`config.mk`:
```
export PLATFORM = sky130hd
export DESIGN_NAME = qupls_regs_seq
export DESIGN_NICKNAME = d
export VERILOG_FILES = /design/src/rtl/qupls_regs_seq_pkg.sv /design/src/rtl/qupls_regs_seq_ffo.sv /design/src/rtl/qupls_regs_seq.sv
export SDC_FILE = /design/constraint.sdc
export NUM_CORES = 1
export LEC_CHECK = 0
export CAP_MARGIN = 25
export CORE_ASPECT_RATIO = 2
export CORE_MARGIN = 10
export CORE_UTILIZATION = 45
export DETAILED_ROUTE_END_ITERATION = 8
export MAX_ROUTING_LAYER = met4
export PLACE_DENSITY = 0.71
export SYNTH_ARGS = -nofsm -noshare
export SYNTH_HDL_FRONTEND = slang
export SYNTH_SLANG_ARGS = --single-unit
```
`constraint.sdc`:
```
create_clock -name clk -period 3.4 [get_ports clk]
set_input_delay 0.68 -clock clk [delete_from_list [all_inputs] [get_ports clk]]
set_output_delay 0.68 -clock clk [all_outputs]
set_load 0.05 [all_outputs]
```
`src/rtl/qupls_regs_seq_pkg.sv`:
```
// Shared types and constants for the REGS micro-op sequencer.
// Optional feature macro: QUPLS_REGS_DESCEND_EN (descending register order).
package QuplsPkg;

  localparam int unsigned REGS_MASKW = 16;

  typedef enum logic {
    IDLE = 1'b0,
    SEQ  = 1'b1
  } regs_seq_state_t;

endpackage

```
`src/rtl/qupls_regs_seq_ffo.sv`:
```
// Priority select over a register-group mask: lowest set bit, or highest set
// bit when descending order is built in (QUPLS_REGS_DESCEND_EN) and dir=1.
module qupls_regs_ffo #(
  parameter int unsigned MASKW = 16,
  parameter int unsigned IW    = (MASKW > 1) ? $clog2(MASKW) : 1
) (
  input  logic [MASKW-1:0] mask,
  input  logic             dir,
  output logic [IW-1:0]    idx,
  output logic             found
);

  // Scan order decides which set bit wins.
  always_comb begin
    idx   = '0;
    found = 1'b0;
    for (int i = int'(MASKW) - 1; i >= 0; i--) begin
      if (mask[i]) begin
        idx   = IW'(i);
        found = 1'b1;
      end
    end
`ifdef QUPLS_REGS_DESCEND_EN
    if (dir) begin
      idx   = '0;
      found = 1'b0;
      for (int i = 0; i < int'(MASKW); i++) begin
        if (mask[i]) begin
          idx   = IW'(i);
          found = 1'b1;
        end
      end
    end
`endif
  end

`ifndef QUPLS_REGS_DESCEND_EN
  // Direction has no effect in an ascending-only build.
  logic unused_dir;
  assign unused_dir = dir;
`endif

endmodule

```
`src/rtl/qupls_regs_seq.sv`:
```
// REGS instruction sequencer: expands a register-group mask into one micro-op
// per set bit, with registered handshake outputs.
// Optional feature macro: QUPLS_REGS_DESCEND_EN (in_dir selects descending order).
module qupls_regs_seq
  import QuplsPkg::*;
#(
  parameter int unsigned MASKW = REGS_MASKW,
  parameter int unsigned RW    = 7
) (
  input  logic                     rst,
  input  logic                     clk,
  input  logic                     flush,
  input  logic                     in_valid,
  output logic                     in_ready,
  input  logic                     in_regs,
  input  logic [MASKW-1:0]         in_mask,
  input  logic [RW-1:0]            in_base,
  input  logic                     in_dir,
  output logic                     out_valid,
  input  logic                     out_ready,
  output logic [RW-1:0]            out_reg,
  output logic [$clog2(MASKW)-1:0] out_idx,
  output logic                     out_first,
  output logic                     out_last,
  output logic                     busy,
  output logic                     done
);

  localparam int unsigned IW = (MASKW > 1) ? $clog2(MASKW) : 1;

  regs_seq_state_t state;
  logic [MASKW-1:0] mask_r;
  logic [RW-1:0]    base_r;
  logic             dir_r;
  logic [IW-1:0]    sel_r;

  logic             accept;
  logic             hs;
  logic [MASKW-1:0] mask_nxt;
  logic             dir_nxt;
  logic [RW-1:0]    base_nxt;
  logic [IW-1:0]    sel_nxt;
  logic             found_nxt;
  logic             last_nxt;

  assign accept = in_valid & in_ready & in_regs & ~flush;
  assign hs     = out_valid & out_ready;

  // Mask as it will be after this edge, so the next micro-op can be registered.
  always_comb begin
    mask_nxt = mask_r;
    dir_nxt  = dir_r;
    base_nxt = base_r;
    if (state == IDLE) begin
      mask_nxt = in_mask;
      dir_nxt  = in_dir;
      base_nxt = in_base;
    end else if (hs) begin
      mask_nxt = mask_r & ~(MASKW'(1) << sel_r);
    end
    last_nxt = (mask_nxt & (mask_nxt - MASKW'(1))) == '0;
  end

  qupls_regs_ffo #(.MASKW(MASKW), .IW(IW)) u_ffo (
    .mask  (mask_nxt),
    .dir   (dir_nxt),
    .idx   (sel_nxt),
    .found (found_nxt)
  );

  // Sequencer state and registered micro-op outputs.
  always_ff @(posedge clk) begin
    if (rst || flush) begin
      state     <= IDLE;
      in_ready  <= 1'b1;
      out_valid <= 1'b0;
      busy      <= 1'b0;
      done      <= 1'b0;
      out_first <= 1'b0;
      out_last  <= 1'b0;
      out_reg   <= '0;
      out_idx   <= '0;
      mask_r    <= '0;
      base_r    <= '0;
      dir_r     <= 1'b0;
      sel_r     <= '0;
    end else begin
      done <= 1'b0;
      case (state)
        IDLE: begin
          if (accept) begin
            if (found_nxt) begin
              state     <= SEQ;
              in_ready  <= 1'b0;
              out_valid <= 1'b1;
              busy      <= 1'b1;
              mask_r    <= mask_nxt;
              base_r    <= base_nxt;
              dir_r     <= dir_nxt;
              sel_r     <= sel_nxt;
              out_reg   <= base_nxt + RW'(sel_nxt);
              out_idx   <= '0;
              out_first <= 1'b1;
              out_last  <= last_nxt;
            end else begin
              done <= 1'b1;
            end
          end
        end
        SEQ: begin
          if (hs) begin
            if (out_last) begin
              state     <= IDLE;
              in_ready  <= 1'b1;
              out_valid <= 1'b0;
              busy      <= 1'b0;
              done      <= 1'b1;
              out_first <= 1'b0;
              out_last  <= 1'b0;
              mask_r    <= '0;
            end else begin
              mask_r    <= mask_nxt;
              sel_r     <= sel_nxt;
              out_reg   <= base_r + RW'(sel_nxt);
              out_idx   <= out_idx + IW'(1);
              out_first <= 1'b0;
              out_last  <= last_nxt;
            end
          end
        end
        default: state <= IDLE;
      endcase
    end
  end

endmodule

```
==> impl_metrics.json <==
{
  "syn_nets": 429,
  "end_kind": "register",
  "hold_class": "register to register",
  "layout_setup_ws_ns": 0.118,
  "setup_viol_count_final": 0,
  "clk_latency_ns": 0.29,
  "rsz0062_at_grt": "false",
  "numCtsBuffers": 5,
  "rr_endpoint": "out_reg[6]",
  "num_vias": 3395,
  "vdd_ir_drop_max_mv": 0.374,
  "relSlewSlack_pct": 58.6,
  "cts_max_level": 2,
  "r2r.worst_path.cells": 15,
  "fin_nets": 523,
  "synth-async-reset-ratio_pct": 0,
  "critPathSlowestCell": "mux4_2",
  "grt_pass1_wl_um": 17500,
  "fin_worst_skew_ns": 0.00699,
  "cp.depth": 14,
  "io_pins": 47,
  "worst_ep_arrival_time_ns": 3.50,
  "synthesis.area_um2": 3140,
  "synth-xor-area-share_pct": 1.39,
  "via_per_inst": 5.87,
  "period_minus_slack_ns": 3.28,
  "fill_cells": 661,
  "placed_cell_area_um2": 4080,
  "finalCritPeriodShare_pct": 96.5,
  "drt-total-wl_um": 11100,
  "cp_cell_sequence": "dlygate4sd2_1, mux4_2, o32a_1, buf_4, nor2_2, a21oi_2, buf_4, fa_2, a21o_1, a21oi_2, nor3_2, xnor2_1, o21ai_1, a21oi_1",
  "die_w_um": 79.1,
  "slowest_delay_ns": 0.45,
  "worstSetupStartpointType": "primary input",
  "crit_end": "out_reg[6]",
  "post-dp-hpwl_um": 8580,
  "clkTransAtPathRegs_ns": 0.07,
  "synthCells": 393,
  "synth-seq-area-share_pct": 28.0,
  "drc": 0,
  "max_freq_ghz": 0.305,
  "drive_gt1_share_pct": 27.0,
  "powerDensity_nw_per_um2": 299,
  "synth_compound_area_share_pct": 25.5,
  "cp_top_family": "compound AO/OA/AOI/OAI gates",
  "tritoncts": "done",
  "p_total_uw": 1310,
  "syn_area_per_cell_um2": 7.99,
  "slew_violations": 0,
  "drtAntennaViolNets": 0,
  "ctsHoldBuffers": 0,
  "hold_viol_final": 0,
  "startpoint": "in_mask[3]",
  "ys_warn_count": 0,
  "fin_tns_setup_ns": 0,
  "hold_slack_ns": 0.452,
  "first_global_vias": 3474,
  "port_buffers": 45,
  "synth-edff-count": 0,
  "gp_congestion": 1.01,
  "stdcell_area_um2": 4370,
  "hold_depth": 2,
  "final_common_cell": "buf_4",
  "wire_per_inst_um": 19.1,
  "antenna_cells": 0,
  "die_h_um": 138,
  "max_cap_violations": 0,
  "reg2reg_from": "state",
  "coreArea_um2": 6890,
  "overflow": 0,
  "synth_top_family_by_area": "compound AO/OA/AOI/OAI gates",
  "largest_reg_flops": 16,
  "muxShareOfSynthArea_pct": 10.4,
  "mostFrequentLayoutCells": "69 x buf_4, 46 x a21oi_1, 42 x dfxtp_1",
  "start_util_pct": 45.6,
  "root_buffer": "clkbuf_16",
  "clock_path_buffers": 2,
  "multi_input_area_um2": 2160,
  "ys_types": 62,
  "row_count": 43,
  "critPathKind": "primary input to register",
  "die-area_um2": 10900,
  "r2r_slack_ns": 0.20,
  "grt_max_degree": 33,
  "register_area_um2": 883,
  "synthAdderAreaFrac_pct": 2.95,
  "drt_pass1_iterations": 4,
  "grt_util_all_layers_pct": 20.4,
  "outcome": "completed",
  "dp_worst_setup_slack_ns": -0.647,
  "synth_flop_cell": "dfxtp_1",
  "synth_simple_gate_area_share_pct": 24.6,
  "ys_ff_latch": 44,
  "p_leak_uw": 0.00165,
  "drt-initial-drc-count": 214,
  "syn2layout_area_growth_pct": 39.1,
  "tightest_slew_ns": 0.621,
  "path_buf_inv": 3,
  "crit_fanout": 3,
  "cts_num_sinks": 44,
  "worst_ep_required_time_ns": 3.62,
  "antenna_found_initial": 0
}
-- per-stage QoR --
stage | utilization, % | cells
4_1_cts | 62.8 | 577
2_1_floorplan | - | 393
3_5_place_dp | 59.2 | 567
5_1_grt | 63.5 | 578
6_report | 63.5 | 578
3_3_place_gp | 59.2 | 567
-- worst min-delay path: cells and delay by family (launching register included) --
family             cells  cell delay (ns)
DFF                    1             0.31
and+or+nand+nor        1             0.06
AOI/OAI and AO/OA      1             0.05
-- routing by layer --
metal	vias to the layer above	track usage (%)	routed length, µm
met2	84	38.1	6340
met1	1638	18.7	3890
met5	-	-	0
li1	1648	-	-
met4	0	10.8	486
met3	25	2.92	333
-- final cells by class --
cell class                 instances  area share (%)
clock inverter                     2           0.372
sequential                        44            20.2
clock buffer                       6            2.95
multi-input combinational        311            49.4
timing repair buffer             119            24.0
inverter                           6           0.515
tap                               90            2.58
-- where the power goes --
part           switching [µW]  internal, µW  total, µW
Combinational             144           141        285
Sequential               6.37           522        529
Clock                     218           274        492
Total                     368           937       1310
-- kinds of logic after synthesis --
logic type	count (synthesis)
and+or+nand+nor	145
AOI/OAI and AO/OA	126
DFF	44
buffers and inverters	38
muxes	28
adders and majority gates	7
xor gates and xnor gates	5
-- cells in the mapped netlist, types with 6 or more instances --
cell / number / area, µm²
nand3_1: 28 / 140
nand4_1: 8 / 50.1
nand2b_1: 6 / 37.5
buf_6: 8 / 90.1
o211ai_1: 7 / 52.6
nor2b_1: 7 / 43.8
mux2_2: 16 / 180
a31oi_1: 8 / 50.1
inv_1: 6 / 22.5
nor2_1: 24 / 90.1
o21ai_1: 9 / 45.0
nor3_1: 7 / 35.0
nand2_1: 40 / 150
mux2i_1: 10 / 100
o21ai_0: 16 / 80.1
clkbuf_1: 16 / 60.1
dfxtp_1: 44 / 881
a21oi_1: 50 / 250
-- worst min path at each step --
stage	end	start
2_1_floorplan	mask_r[14]	mask_r[14]
3_3_place_gp	mask_r[14]	mask_r[14]
3_5_place_dp	mask_r[4]	mask_r[4]
4_1_cts	mask_r[4]	mask_r[4]
5_1_grt	mask_r[4]	mask_r[4]
6_report	mask_r[7]	mask_r[7]
-- repair_timing --
item / in CTS / in global routing
pin swaps: 20 / 14
endpoints found under the setup margin: 5 / 4
setup buffers: 3 / 1
resized for setup: 25 / 11
Note: power is estimated with default switching activity, not from simulation.
==> RTL edit (same settings) <==
Add a define of `QUPLS_REGS_DESCEND_EN`.
--- a/src/rtl/qupls_regs_seq_ffo.sv
+++ b/src/rtl/qupls_regs_seq_ffo.sv
@@ -1,4 +1,6 @@
 // Priority select over a register-group mask: lowest set bit, or highest set
 // bit when descending order is built in (QUPLS_REGS_DESCEND_EN) and dir=1.
+`define QUPLS_REGS_DESCEND_EN
+
 module qupls_regs_ffo #(
   parameter int unsigned MASKW = 16,
Behaviour: not the same (a bounded check fails within 4 cycles, from zero or initial values).
==> RTL edit against the original RTL <==
The run now ends with negative setup slack left; total power is 20% higher; register-to-register slack worse by 220 ps; first-iteration DRC count is 20% higher; final area is 18% higher; sequential cell count is 1 higher; combinational power is 48% higher; via count is 20% higher; wire length is 25% higher; area after synthesis is 8.1% higher; setup slack worse by 170 ps; critical path type unchanged; critical endpoint unchanged.
==> RTL edit: results (changes against the original RTL) <==
Placed insts: 664 (+17%)
Syn Nets: 481 (+12%)
Routed wl met2: 7.50 mm (+18%)
Post-CTS Setup Bufs: 5 (+2)
Failing checks: negative setup slack
CP Launch Point: in_mask[13]
I/O Buffers: 46 (+2.2%)
Psw: 0.466 mW (+27%)
Setup violators final: 1 (+1)
Post-DP HPWL: 10.7 mm (+24%)
Met3 GRT Util: 3.08% (+0.16 points)
Synth top area cells: dfxtp_1 (27%), a21oi_1 (7.8%), mux2i_1 (6.8%)
Met1 GRT Util: 22.4% (+3.6 points)
Post-CTS Resized: 33 (+32%)
Global-route wire length before repair: 21.2 mm (+21%)
Max VDD drop: 343 uV (-8.4%)
DRT iter0 DRCs: 256 (+20%)
Core Footprint: 7320 sq um (+6.3%)
Routed len/inst: 20.3 um (+5.9%)
Count leader, synth: nand2_1
Final setup margin: -54.3 ps (-172 ps)
Met3 WL post-DR: 484 um (+45%)
Lkg Pwr: 2.07 nW (+25%)
Status: finished with violations
Share of layout cells above drive strength 1: 33.1% (+6.0 points)
Nets: 625 (+20%)
Post-DP Area: 4720 sq um (+16%)
Synth cell types: 72 (+16%)
DR vias/cell: 5.96 (+1.4%)
Placer congestion estimate: 1.02 (+0.80%)
Largest net degree at the start of global routing: 37 (+12%)
Post-Layout Cell Count: 682 (+18%)
Worst Clk Skew: 7.85 ps (+0.852 ps)
-- RTL edit: cells by family (layout without fill, tap and decap cells) --
logic type                 Yosys count  in the layout  synth area share, %
xor gates and xnor gates             6              6                 1.55
buffers and inverters               35            180                 5.63
DFF                                 45             45                 26.5
and+or+nand+nor                    172            172                 25.2
AOI/OAI and AO/OA                  152            152                 29.4
adders and majority gates            6              6                 2.43
muxes                               29             29                 9.21
-- RTL edit: worst max-delay path, cell delays in order --
cell	delay, ps
clkdlybuf4s50_1	550
nor3_1	80
a21oi_1	220
nand2_2	140
and3_4	200
a2111oi_4	320
nor2_2	100
buf_4	150
fa_2	390
a21o_1	180
a21oi_2	180
nor3_2	80
xnor2_1	150
mux2i_1	160
nor2_1	60
-- RTL edit: worst paths after layout --
check                     to  slack (ps)  cells past startpoint
setup / recovery  out_reg[6]         -50                     15
hold / removal     flip-flop         460                      2
setup reg to reg  out_reg[6]         -20                     15
hold reg to reg    flip-flop         460                      2
-- RTL edit: power by group through the flow --
| stage | combinational [mW] | clock, mW | sequential (mW) |
|---|---|---|---|
| 6_report | 0.421 | 0.599 | 0.543 |
| 5_1_grt | 0.449 | 0.623 | 0.544 |
| 4_1_cts | 0.401 | 0.601 | 0.543 |
| 3_5_place_dp | 0.380 | 0 | 0.555 |
| 3_3_place_gp | 0.377 | 0 | 0.555 |
| 2_1_floorplan | 0.178 | 0 | 0.562 |
-- RTL edit: final cells by class --
| class | instances | area (sq um) | area share, % |
|---|---|---|---|
| clock buffer | 5 | 125 | 2.42 |
| clock inverter | 3 | 47.5 | 0.921 |
| inverter | 6 | 22.5 | 0.436 |
| multi-input combinational | 365 | 2520 | 48.9 |
| sequential | 45 | 911 | 17.6 |
| tap | 92 | 115 | 2.23 |
| timing repair buffer | 166 | 1420 | 27.5 |
